**src/rtl/display_scheduler.sv**
```systemverilog
// Time-multiplexing controller for the shared seven-segment path: alternates the
// R and N code sets with a programmable dwell, blanking around each select change.
module display_scheduler #(
    parameter int DWELL_CYCLES = 4,
    parameter int BLANK_CYCLES = 1
) (
    input  logic       clk,
    input  logic       rst_n,
    input  logic       enable,
    input  logic       force_r,
    output logic       selector,
    output logic       blank,
    output logic       switch_pulse,
    output logic [2:0] state
);

    localparam int MAX_DB = (DWELL_CYCLES > BLANK_CYCLES) ? DWELL_CYCLES : BLANK_CYCLES;
    localparam int MAX_V  = (MAX_DB > 2) ? MAX_DB : 2;
    localparam int CW     = $clog2(MAX_V);

    localparam logic [CW-1:0] DLAST = CW'(DWELL_CYCLES - 1);
    localparam logic [CW-1:0] BLAST = CW'((BLANK_CYCLES > 0) ? BLANK_CYCLES - 1 : 0);

    typedef enum logic [2:0] {
        IDLE       = 3'd0,
        SHOW_N     = 3'd1,
        BLANK_TO_R = 3'd2,
        SHOW_R     = 3'd3,
        BLANK_TO_N = 3'd4
    } state_t;

    // With no blanking the show states hand over to each other directly.
    localparam state_t TO_R = (BLANK_CYCLES == 0) ? SHOW_R : BLANK_TO_R;
    localparam state_t TO_N = (BLANK_CYCLES == 0) ? SHOW_N : BLANK_TO_N;

    state_t        st_q, st_d;
    logic [CW-1:0] cnt, cnt_d;

    always_comb begin
        st_d  = st_q;
        cnt_d = cnt;
        if (!enable) begin
            st_d  = IDLE;
            cnt_d = '0;
        end else begin
            case (st_q)
                IDLE: begin
                    st_d  = SHOW_N;
                    cnt_d = '0;
                end
                SHOW_N: begin
                    if (force_r || cnt == DLAST) begin
                        st_d  = TO_R;
                        cnt_d = '0;
                    end else begin
                        cnt_d = cnt + CW'(1);
                    end
                end
                BLANK_TO_R: begin
                    if (cnt == BLAST) begin
                        st_d  = SHOW_R;
                        cnt_d = '0;
                    end else begin
                        cnt_d = cnt + CW'(1);
                    end
                end
                SHOW_R: begin
                    // Holding cnt at 0 guarantees a full dwell once force_r drops.
                    if (force_r) begin
                        cnt_d = '0;
                    end else if (cnt == DLAST) begin
                        st_d  = TO_N;
                        cnt_d = '0;
                    end else begin
                        cnt_d = cnt + CW'(1);
                    end
                end
                BLANK_TO_N: begin
                    if (force_r) begin
                        st_d  = BLANK_TO_R;
                        cnt_d = '0;
                    end else if (cnt == BLAST) begin
                        st_d  = SHOW_N;
                        cnt_d = '0;
                    end else begin
                        cnt_d = cnt + CW'(1);
                    end
                end
                default: begin
                    st_d  = IDLE;
                    cnt_d = '0;
                end
            endcase
        end
    end

    // Outputs are registered from the next state so they line up with state.
    always_ff @(posedge clk or negedge rst_n) begin
        if (!rst_n) begin
            st_q         <= IDLE;
            cnt          <= '0;
            selector     <= 1'b0;
            blank        <= 1'b1;
            switch_pulse <= 1'b0;
        end else begin
            st_q         <= st_d;
            cnt          <= cnt_d;
            selector     <= (st_d == BLANK_TO_R) || (st_d == SHOW_R);
            blank        <= (st_d == IDLE) || (st_d == BLANK_TO_R) || (st_d == BLANK_TO_N);
            switch_pulse <= ((st_d == SHOW_N) || (st_d == SHOW_R)) && (st_d != st_q);
        end
    end

    assign state = st_q;

endmodule

```
**config.mk**
```make
export PLATFORM = sky130hd
export DESIGN_NAME = display_scheduler
export DESIGN_NICKNAME = d
export VERILOG_FILES = /design/src/rtl/display_scheduler.sv
export SDC_FILE = /design/constraint.sdc
export NUM_CORES = 1
export LEC_CHECK = 0
export ABC_AREA = 1
export BUFFER_PORTS_ARGS = -buffer_cell sky130_fd_sc_hd__buf_2
export CAP_MARGIN = 40
export CORE_AREA = 4 4 41 43
export DETAILED_ROUTE_END_ITERATION = 12
export DIE_AREA = 0 0 45 47
export SYNTH_ARGS = -nofsm -noshare
export SYNTH_HDL_FRONTEND = slang
export SYNTH_SLANG_ARGS = --single-unit
```
**constraint.sdc**
```tcl
create_clock -name clk -period 1.4 [get_ports clk]
set_input_delay 0.21 -clock clk [delete_from_list [all_inputs] [get_ports clk]]
set_output_delay 0.21 -clock clk [all_outputs]
set_load 0.01 [all_outputs]
```
==> impl_metrics.py, run 1 <==
metrics = {
    "status": {
        "status": "complete, no violations",
    },
    "worst_hold_path": {
        "hold_class": "primary input to flip-flop",
    },
    "layout": {
        "multi_input_area_um2": 259.0,
        "syn2layout_area_growth_pct": 41.19,
        "nets": 90,
        "seqCellArea_um2": 202.7,
        "fillers": 131,
        "diodes": 0,
        "fin_area_um2": 651.9,
        "post_route_cells_drive_above_1_share_pct": 45.12,
    },
    "route": {
        "vias": 450,
        "wl_um": 1025,
        "ant_nets": 0,
        "drt-initial-drc-count": 7,
        "dr.pass1.iters": 4,
        "wire_per_inst_um": 10.57,
        "via_per_inst": 4.639,
        "drc": 0,
    },
    "grt": {
        "grt_max_degree": 9,
        "grt_overflow": 0,
        "antenna_found_initial": 0,
        "grt_pass1_vias": 414,
        "grt_use_total_pct": 10.61,
        "grt_pass1_wl_um": 1628,
    },
    "pwr": {
        "power.share.switching_pct": 31.44,
        "pwr-share-clk_pct": 26.8,
        "ir_worst_vdd_v": 0.0005923,
        "seq_power_share_pct": 43.2,
        "pwr-share-comb_pct": 29.9,
        "power_mw": 0.6585,
        "p_leak_nw": 0.3327,
        "p_sw_mw": 0.2070,
        "intPower_mw": 0.4515,
        "power_density_nw_per_um2": 1010,
    },
    "clock_tree": {
        "cts.sinks": 8,
        "cts_tree": "yes",
        "path_clk_slew_ns": 0.05,
        "clk_latency_ns": 0.24,
        "clockBufferDepth": 2,
        "root_buffer": "clkbuf_4",
        "cts_buffers": 3,
        "ctsHtreeMaxLevel": 1,
    },
    "yosys": {
        "yosysWarnings": 0,
        "syn_inst": 61,
        "yosys.area_share.adder_pct": 8.130,
        "ys_seq_elements": 8,
        "synth_area_um2": 461.7,
        "synthesis.nets": 68,
        "ys_types": 18,
        "seq_area_frac_synth_pct": 43.63,
        "synthMuxAreaShare_pct": 0,
        "synthSimpleGateAreaFrac_pct": 33.06,
        "synth_compound_area_share_pct": 7.046,
        "synth-xor-area-share_pct": 0,
        "synth_top_family_by_area": "simple AND/OR/NAND/NOR gates",
        "synth_area_per_cell_um2": 7.569,
    },
    "floorplan": {
        "dieArea_um2": 2115,
        "die_h_um": 47,
        "die_w_um": 45,
        "start_util_pct": 35.48,
        "io_pins": 10,
        "row_count": 13,
        "core_area_um2": 1301,
    },
    "worst_setup_path": {
        "crit_type": "flip-flop to flip-flop",
        "cpLargestDelayFamily": "simple AND/OR/NAND/NOR gates",
        "end_kind": "flip-flop",
        "worstPathMaxFanout": 2,
        "worstPathCellList": "buf_4, inv_1, ha_2, or2_2, nand2_2, a21oi_2, buf_4",
        "path_buf_inv": 3,
        "cpPeakStageDelay_ns": 0.35,
        "worstPathRequired_ns": 1.54,
        "startpoint_type": "flip-flop",
        "arrival_ns": 1.48,
        "slowest_stage": "dfrtp_1",
        "path_common_cell": "buf_4",
    },
    "sta": {
        "period_minus_slack_ns": 1.346,
        "rsz0062_at_grt": "true",
        "slew_viol_final": 0,
        "fmax_mhz": 743.1,
        "tightest_slew_ns": 0.3586,
        "fin_crit_sh_pct": 96.12,
        "whs_ns": 0.2606,
        "hold_violations": 0,
        "fin_skew_ns": 0.003685,
        "slew_headroom_pct": 75.91,
        "setup_viol": 0,
    },
    "place": {
        "portBuffers": 9,
        "place.detailed.hpwl_um": 803.1,
        "gp_congestion": 0.8388,
        "dpl_cell_area_um2": 563.0,
    },
    "run": {
        "drv_cap": 0,
    },
}
==> final timing paths <==
check                       start           end  slack [ns]  depth (start not counted)
min in group asynchronous   rst_n      state[2]        0.34                          2
max in group asynchronous   rst_n         blank        0.82                          2
hold / removal             enable  switch_pulse        0.26                          4
setup / recovery           cnt[0]      state[0]        0.05                          7
setup reg to reg           cnt[0]      state[0]        0.05                          7
hold reg to reg            cnt[0]        cnt[0]        0.72                          4
==> logic make-up (layout without fill, tap and decap cells) <==
kind of cell    Yosys count  in the layout
buf+inv                  10             31
fa+ha+maj                 3              3
simple gates             35             35
compound gates            5              5
flops                     8              8
==> layout by cell type, fill, tap and decap left out, drive strengths merged <==
cell type and instances:
dfstp 1, a31oi 1, nand2 11, inv 10
or2 1, nor2 15, dfrtp 7, ha 3
clkbuf 4, o21ai 1, buf 16, a21oi 2
dlygate4sd3 1, nor3 2, nand3 5, o31ai 1
nor4 1
==> synth_stat cells <==
cell type | n | area share (%)
or2_2 | 1 | 1.4
nand2_2 | 2 | 2.7
a21oi_1 | 1 | 1.1
a31oi_1 | 1 | 1.4
ha_1 | 3 | 8.1
nor3_1 | 2 | 2.2
dfstp_2 | 1 | 5.7
o31ai_1 | 1 | 1.6
a21oi_2 | 1 | 1.9
inv_1 | 9 | 7.3
o21ai_0 | 1 | 1.1
inv_2 | 1 | 0.81
nand2_1 | 9 | 7.3
dfrtp_1 | 7 | 38
nor4_1 | 1 | 1.4
nand3_1 | 5 | 5.4
nor2_1 | 14 | 11
nor2_2 | 1 | 1.4
==> repair_timing <==
| item | in CTS | in global routing |
|---|---|---|
| hold buffers | 1 | 0 |
| gates resized for setup | 1 | 11 |
| pin swaps | 3 | 1 |
| hold endpoints to repair | 7 | 0 |
| setup endpoints to repair | 1 | 3 |
| buffers inserted | 1 | 1 |
==> layer usage <==
| layer | global-route usage (%) | part of all wire [%] |
|---|---|---|
| met2 | 16.10 | 46 |
| met5 | 0 | 0 |
| met4 | 5.263 | 0 |
| met1 | 14.72 | 50 |
| met3 | 1.533 | 4.0 |
==> sequential cells by signal, summed over array words and instances (netlist names) <==
register and flops:
state 3, blank 1, switch_pulse 1, cnt 2, selector 1
==> final cells by class <==
class,instances,share of cell area [%]
multi-input cells,43,39.73
flip-flops and latches,8,31.09
repair buffers,17,16.51
inverters,10,5.758
clock buffers,4,4.031
well taps,15,2.879
==> power by group through the flow <==
stage	logic, mW	clock network [mW]	registers (mW)
CTS	0.173	0.186	0.282
floorplan	0.0912	0	0.296
global route	0.221	0.202	0.287
detailed placement	0.166	0	0.286
finish	0.197	0.177	0.285
global placement	0.167	0	0.286
==> per-stage QoR <==
step	utilization, %	instances	setup WS [ns]	TNS, ns
3_3_place_gp	43.27	90	0.03200	0
4_1_cts	46.83	96	0.001824	0
2_1_floorplan	-	61	0.07326	0
5_1_grt	50.10	97	-0.03062	-0.05077
3_5_place_dp	43.27	90	-0.006020	-0.006020
6_report	50.10	97	0.05433	0
==> worst register-to-register path, stage by stage (launching register included) <==
cell	delay, ns
dfrtp_1	0.35
buf_4	0.11
inv_1	0.05
ha_2	0.18
or2_2	0.28
nand2_2	0.08
a21oi_2	0.06
buf_4	0.14
No activity file was read; power rests on OpenSTA's default activity.
==> inputs of run 2 (changes only) <==
--- a/config.mk
+++ b/config.mk
@@ -9,8 +9,10 @@
 export BUFFER_PORTS_ARGS = -buffer_cell sky130_fd_sc_hd__buf_2
 export CAP_MARGIN = 40
 export CORE_AREA = 4 4 41 43
+export CTS_CLUSTER_DIAMETER = 50
 export DETAILED_ROUTE_END_ITERATION = 12
 export DIE_AREA = 0 0 45 47
+export MAX_ROUTING_LAYER = met4
 export SYNTH_ARGS = -nofsm -noshare
 export SYNTH_HDL_FRONTEND = slang
 export SYNTH_SLANG_ARGS = --single-unit
==> impl_metrics.py, run 2 (same netlist as run 1, synthesis figures left out) <==
metrics = {
    "status": {
        "status": "complete, no violations",
    },
    "floorplan": {
        "core_area_um2": 1301,
        "start_util_pct": 35.48,
        "die_h_um": 47,
        "dieArea_um2": 2115,
        "row_count": 13,
        "die_w_um": 45,
        "io_pins": 10,
    },
    "clock_tree": {
        "ctsHtreeMaxLevel": 1,
        "clockBufferDepth": 2,
        "cts_tree": "yes",
        "root_buffer": "clkbuf_4",
        "path_clk_slew_ns": 0.05,
        "clk_latency_ns": 0.24,
        "cts_buffers": 3,
        "cts.sinks": 8,
    },
    "worst_setup_path": {
        "reg2reg_slack_ns": 0.05,
        "arrival_ns": 1.48,
        "startpoint_type": "flip-flop",
        "reg2reg_to": "state[0]",
        "r2r_cells": 7,
        "cp-endpoint": "state[0]",
        "end_kind": "flip-flop",
        "crit_type": "flip-flop to flip-flop",
        "rr_startpoint": "cnt[0]",
        "worstPathMaxFanout": 2,
        "worstPathRequired_ns": 1.54,
        "crit_start": "cnt[0]",
    },
    "worst_hold_path": {
        "hold_class": "primary input to flip-flop",
    },
    "place": {
        "gp_congestion": 0.8518,
        "portBuffers": 9,
        "place.detailed.hpwl_um": 803.1,
    },
    "layout": {
        "post_route_cells_drive_above_1_share_pct": 45.12,
        "diodes": 0,
        "layout_common_cells": "nor2_1 (10), inv_1 (9), buf_2 (9), buf_4 (7)",
        "nets": 90,
        "largest_reg_flops": 3,
        "fillers": 131,
        "syn2layout_area_growth_pct": 41.19,
        "layout_commonest_cell": "nor2_1",
    },
    "pwr": {
        "power_density_nw_per_um2": 1010,
        "pwr-share-clk_pct": 26.8,
        "power_mw": 0.6587,
        "seq_power_share_pct": 43.2,
        "ir_worst_vdd_v": 0.0005929,
        "p_sw_mw": 0.2072,
        "intPower_mw": 0.4515,
        "p_leak_nw": 0.3327,
        "pwr-share-comb_pct": 30.0,
        "power.share.switching_pct": 31.46,
    },
    "grt": {
        "grt_use_total_pct": 10.96,
        "grt_pass1_wl_um": 1628,
        "antenna_found_initial": 0,
        "grt_max_degree": 9,
        "grt_pass1_vias": 413,
        "grt_overflow": 0,
    },
    "route": {
        "dr.pass1.iters": 4,
        "ant_nets": 0,
        "drc": 0,
        "wl_um": 1030,
        "via_per_inst": 4.660,
        "wire_per_inst_um": 10.62,
        "drt-initial-drc-count": 6,
        "vias": 452,
    },
    "run": {
        "drv_cap": 0,
    },
    "sta": {
        "setup_viol": 0,
        "fin_skew_ns": 0.003668,
        "hold_violations": 0,
        "fmax_mhz": 742.8,
        "slew_viol_final": 0,
        "fin_setup_tns_ns": 0,
        "period_minus_slack_ns": 1.346,
        "tightest_slew_ns": 0.3586,
        "fin_crit_sh_pct": 96.16,
        "slew_headroom_pct": 75.91,
        "rsz0062_at_grt": "true",
    },
}
-- run 2: cell counts in the layout (fill, tap and decap cells not counted) --
No cell type changed its count.
-- run 2: layout make-up --
| type | count | area [µm²] | area share, % |
|---|---|---|---|
| multi-input combinational | 43 | 259.0 | 39.73 |
| tap | 15 | 18.77 | 2.879 |
| timing repair buffer | 17 | 107.6 | 16.51 |
| inverter | 10 | 37.54 | 5.758 |
| clock buffer | 4 | 26.28 | 4.031 |
| sequential | 8 | 202.7 | 31.09 |
-- run 2: worst max-delay path, cell delays in order, from the launching register on --
cell	delay (ns)
dfrtp_1	0.35
buf_4	0.11
inv_1	0.05
ha_2	0.18
or2_2	0.28
nand2_2	0.08
a21oi_2	0.06
buf_4	0.14
-- run 2: through the flow --
step	instances	util (%)	setup WS [ns]	hold slack (ns)	area, µm²
floorplan	61	-	0.07326	-0.08559	461.7
global placement	90	43.27	0.03200	0.05729	563.0
detailed placement	90	43.27	-0.006020	0.05869	563.0
CTS	96	46.83	0.001824	0.2524	609.3
global route	97	50.10	-0.03062	0.2861	651.9
finish	97	50.10	0.05379	0.2636	651.9
-- run 2: how the worst min path moves through the flow --
stage,cells past startpoint,end,slack [ns],startpoint
global route,4,switch_pulse,0.29,enable
detailed placement,1,selector,0.06,rst_n
floorplan,0,cnt[0],-0.09,rst_n
global placement,1,selector,0.06,rst_n
finish,4,switch_pulse,0.26,enable
CTS,4,switch_pulse,0.25,enable
-- run 2: power groups by stage --
stage,Clock (mW),Combinational (mW),Sequential (mW)
floorplan,0,0.0912,0.296
global placement,0,0.167,0.286
detailed placement,0,0.166,0.286
CTS,0.186,0.173,0.282
global route,0.202,0.221,0.287
finish,0.177,0.197,0.285
-- run 2: layer usage --
metal / track usage (%) / share of wire [%] / up-vias / routed length, µm
met5: - / 0 / - / 0
li1: - / - / 237 / -
met3: 1.149 / 3.3 / 0 / 34
met1: 14.95 / 52 / 203 / 531
met4: 5.263 / 0 / 0 / 0
met2: 16.10 / 45 / 12 / 464
-- run 2: what timing repair did --
action                                  in CTS  in global routing
hold endpoints to repair                     7                  0
hold buffers                                 1                  0
pin swaps                                    3                  1
setup buffers                                1                  1
resized for setup                            1                 11
endpoints found under the setup margin       1                  3
==> inputs of run 3 (changes only) <==
--- a/config.mk
+++ b/config.mk
@@ -13,6 +13,9 @@
 export DETAILED_ROUTE_END_ITERATION = 12
 export DIE_AREA = 0 0 45 47
 export MAX_ROUTING_LAYER = met4
+export PLACE_DENSITY_LB_ADDON = 0.08
+export SETUP_SLACK_MARGIN = 0.4
+export SLEW_MARGIN = 0
 export SYNTH_ARGS = -nofsm -noshare
 export SYNTH_HDL_FRONTEND = slang
 export SYNTH_SLANG_ARGS = --single-unit
==> impl_metrics.py, run 3 (same netlist as run 1, synthesis figures left out) <==
metrics = {
    "status": {
        "status": "complete, no violations",
    },
    "grt": {
        "grt_pass1_vias": 475,
        "grt_pass1_wl_um": 1904,
        "grt_overflow": 0,
        "antenna_found_initial": 0,
        "grt_use_total_pct": 13.09,
        "grt_max_degree": 9,
    },
    "place": {
        "gp_congestion": 0.8068,
        "place.detailed.hpwl_um": 800.7,
        "portBuffers": 9,
        "dp_cells": 85,
    },
    "sta": {
        "hold_violations": 0,
        "fin_crit_sh_pct": 95.43,
        "slew_headroom_pct": 77.21,
        "fmax_mhz": 748.5,
        "slew_viol_final": 0,
        "rsz0062_at_grt": "true",
        "fin_skew_ns": 0.008091,
        "whs_ns": 0.2627,
        "fin_setup_tns_ns": 0,
        "setup_viol": 0,
        "tightest_slew_ns": 0.3387,
        "period_minus_slack_ns": 1.336,
    },
    "worst_setup_path": {
        "r2r_cells": 7,
        "worstPathMaxFanout": 3,
        "startpoint_type": "flip-flop",
        "worstPathRequired_ns": 1.53,
        "end_kind": "flip-flop",
        "reg2reg_slack_ns": 0.06,
        "arrival_ns": 1.47,
        "crit_type": "flip-flop to flip-flop",
    },
    "clock_tree": {
        "clk_latency_ns": 0.25,
        "root_buffer": "clkbuf_4",
        "path_clk_slew_ns": 0.06,
        "cts.sinks": 8,
        "cts_buffers": 3,
        "cts_tree": "yes",
        "ctsHtreeMaxLevel": 1,
        "clockBufferDepth": 2,
    },
    "layout": {
        "syn2layout_area_growth_pct": 57.72,
        "diodes": 0,
        "nets": 91,
        "post_route_cells_drive_above_1_share_pct": 56.63,
        "largest_reg_flops": 3,
        "layout_common_cells": "nor2_1 (10), inv_1 (8), nand2_1 (7), buf_4 (7)",
        "fin_cells": 98,
        "fillers": 120,
        "layout_commonest_cell": "nor2_1",
    },
    "floorplan": {
        "core_area_um2": 1301,
        "start_util_pct": 35.48,
        "die_w_um": 45,
        "io_pins": 10,
        "row_count": 13,
        "dieArea_um2": 2115,
        "die_h_um": 47,
    },
    "run": {
        "drv_cap": 0,
    },
    "route": {
        "wl_um": 1215,
        "via_per_inst": 4.990,
        "dr.pass1.iters": 4,
        "vias": 489,
        "wire_per_inst_um": 12.40,
        "drt-initial-drc-count": 8,
        "ant_nets": 0,
        "drc": 0,
    },
    "pwr": {
        "power_density_nw_per_um2": 1022,
        "p_sw_mw": 0.2378,
        "ir_worst_vdd_v": 0.0005318,
        "pwr-share-clk_pct": 24.2,
        "seq_power_share_pct": 39.7,
        "pwr-share-comb_pct": 36.1,
        "power.share.switching_pct": 31.96,
        "p_leak_nw": 0.3454,
        "intPower_mw": 0.5061,
    },
    "worst_hold_path": {
        "hold_depth": 4,
        "hold_class": "primary input to flip-flop",
    },
}
-- run 3: changes by cell type in the layout (fill, tap and decap cells not counted), sizes merged --
cell  change
buf       +1
-- run 3: stage by stage --
step                      area [µm²]  utilization (%)  power (mW)  worst slack, ns
final                          728.2            55.96      0.7439          0.06398
after CTS                      655.6            50.38      0.6991          0.07780
after global placement         533.0            40.96      0.4516          0.05201
after global routing           728.2            55.96      0.7968         -0.03969
after detailed placement       533.0            40.96      0.4493        -0.006951
after floorplan                469.2                -      0.3899           0.1541
-- run 3: worst paths after layout --
| kind | endpoint | start |
|---|---|---|
| worst max-delay path | state[1] | cnt[1] |
| worst min-delay path | switch_pulse | enable |
| worst max register to register | state[1] | cnt[1] |
| worst min register to register | cnt[0] | cnt[0] |
| max in group asynchronous | blank | rst_n |
| min in group asynchronous | selector | rst_n |
-- run 3: timing repair --
item | in CTS | in global routing
gates cloned | 0 | 0
hold buffers | 1 | 0
pin swaps | 6 | 2
endpoints found under the hold margin | 7 | 0
resized for setup | 13 | 12
endpoints found under the setup margin | 12 | 12
buffers inserted | 5 | 3
-- run 3: power by group through the flow --
stage | Sequential (mW) | Combinational, mW | Clock [mW]
floorplan | 0.297 | 0.0929 | 0
global placement | 0.287 | 0.164 | 0
detailed placement | 0.286 | 0.163 | 0
CTS | 0.288 | 0.223 | 0.188
global route | 0.298 | 0.294 | 0.205
finish | 0.295 | 0.269 | 0.180
-- run 3: critical path: stages (launching register included) --
cell and delay, ns:
dfrtp_1 0.43, ha_4 0.20, nor2_4 0.09, buf_4 0.12, o21ai_2 0.05, nor2_2 0.11, nor2_1 0.08, buf_4 0.14
-- run 3: layer usage --
metal  routed length (µm)  vias to the layer above  global-route usage [%]
li1                     -                      239                       -
met1                  496                      230                   13.52
met2                  619                       14                   21.47
met3                   62                        6                   1.916
met4                   36                        0                   11.70
met5                    0                        -                       -
-- run 3: area by class of cell --
| class | count | area [µm²] | share of cell area (%) |
|---|---|---|---|
| multi-input cells | 43 | 295.3 | 40.55 |
| inverters | 10 | 37.54 | 5.155 |
| repair buffers | 18 | 143.9 | 19.76 |
| clock buffers | 4 | 26.28 | 3.608 |
| well taps | 15 | 18.77 | 2.577 |
| flip-flops and latches | 8 | 206.4 | 28.35 |
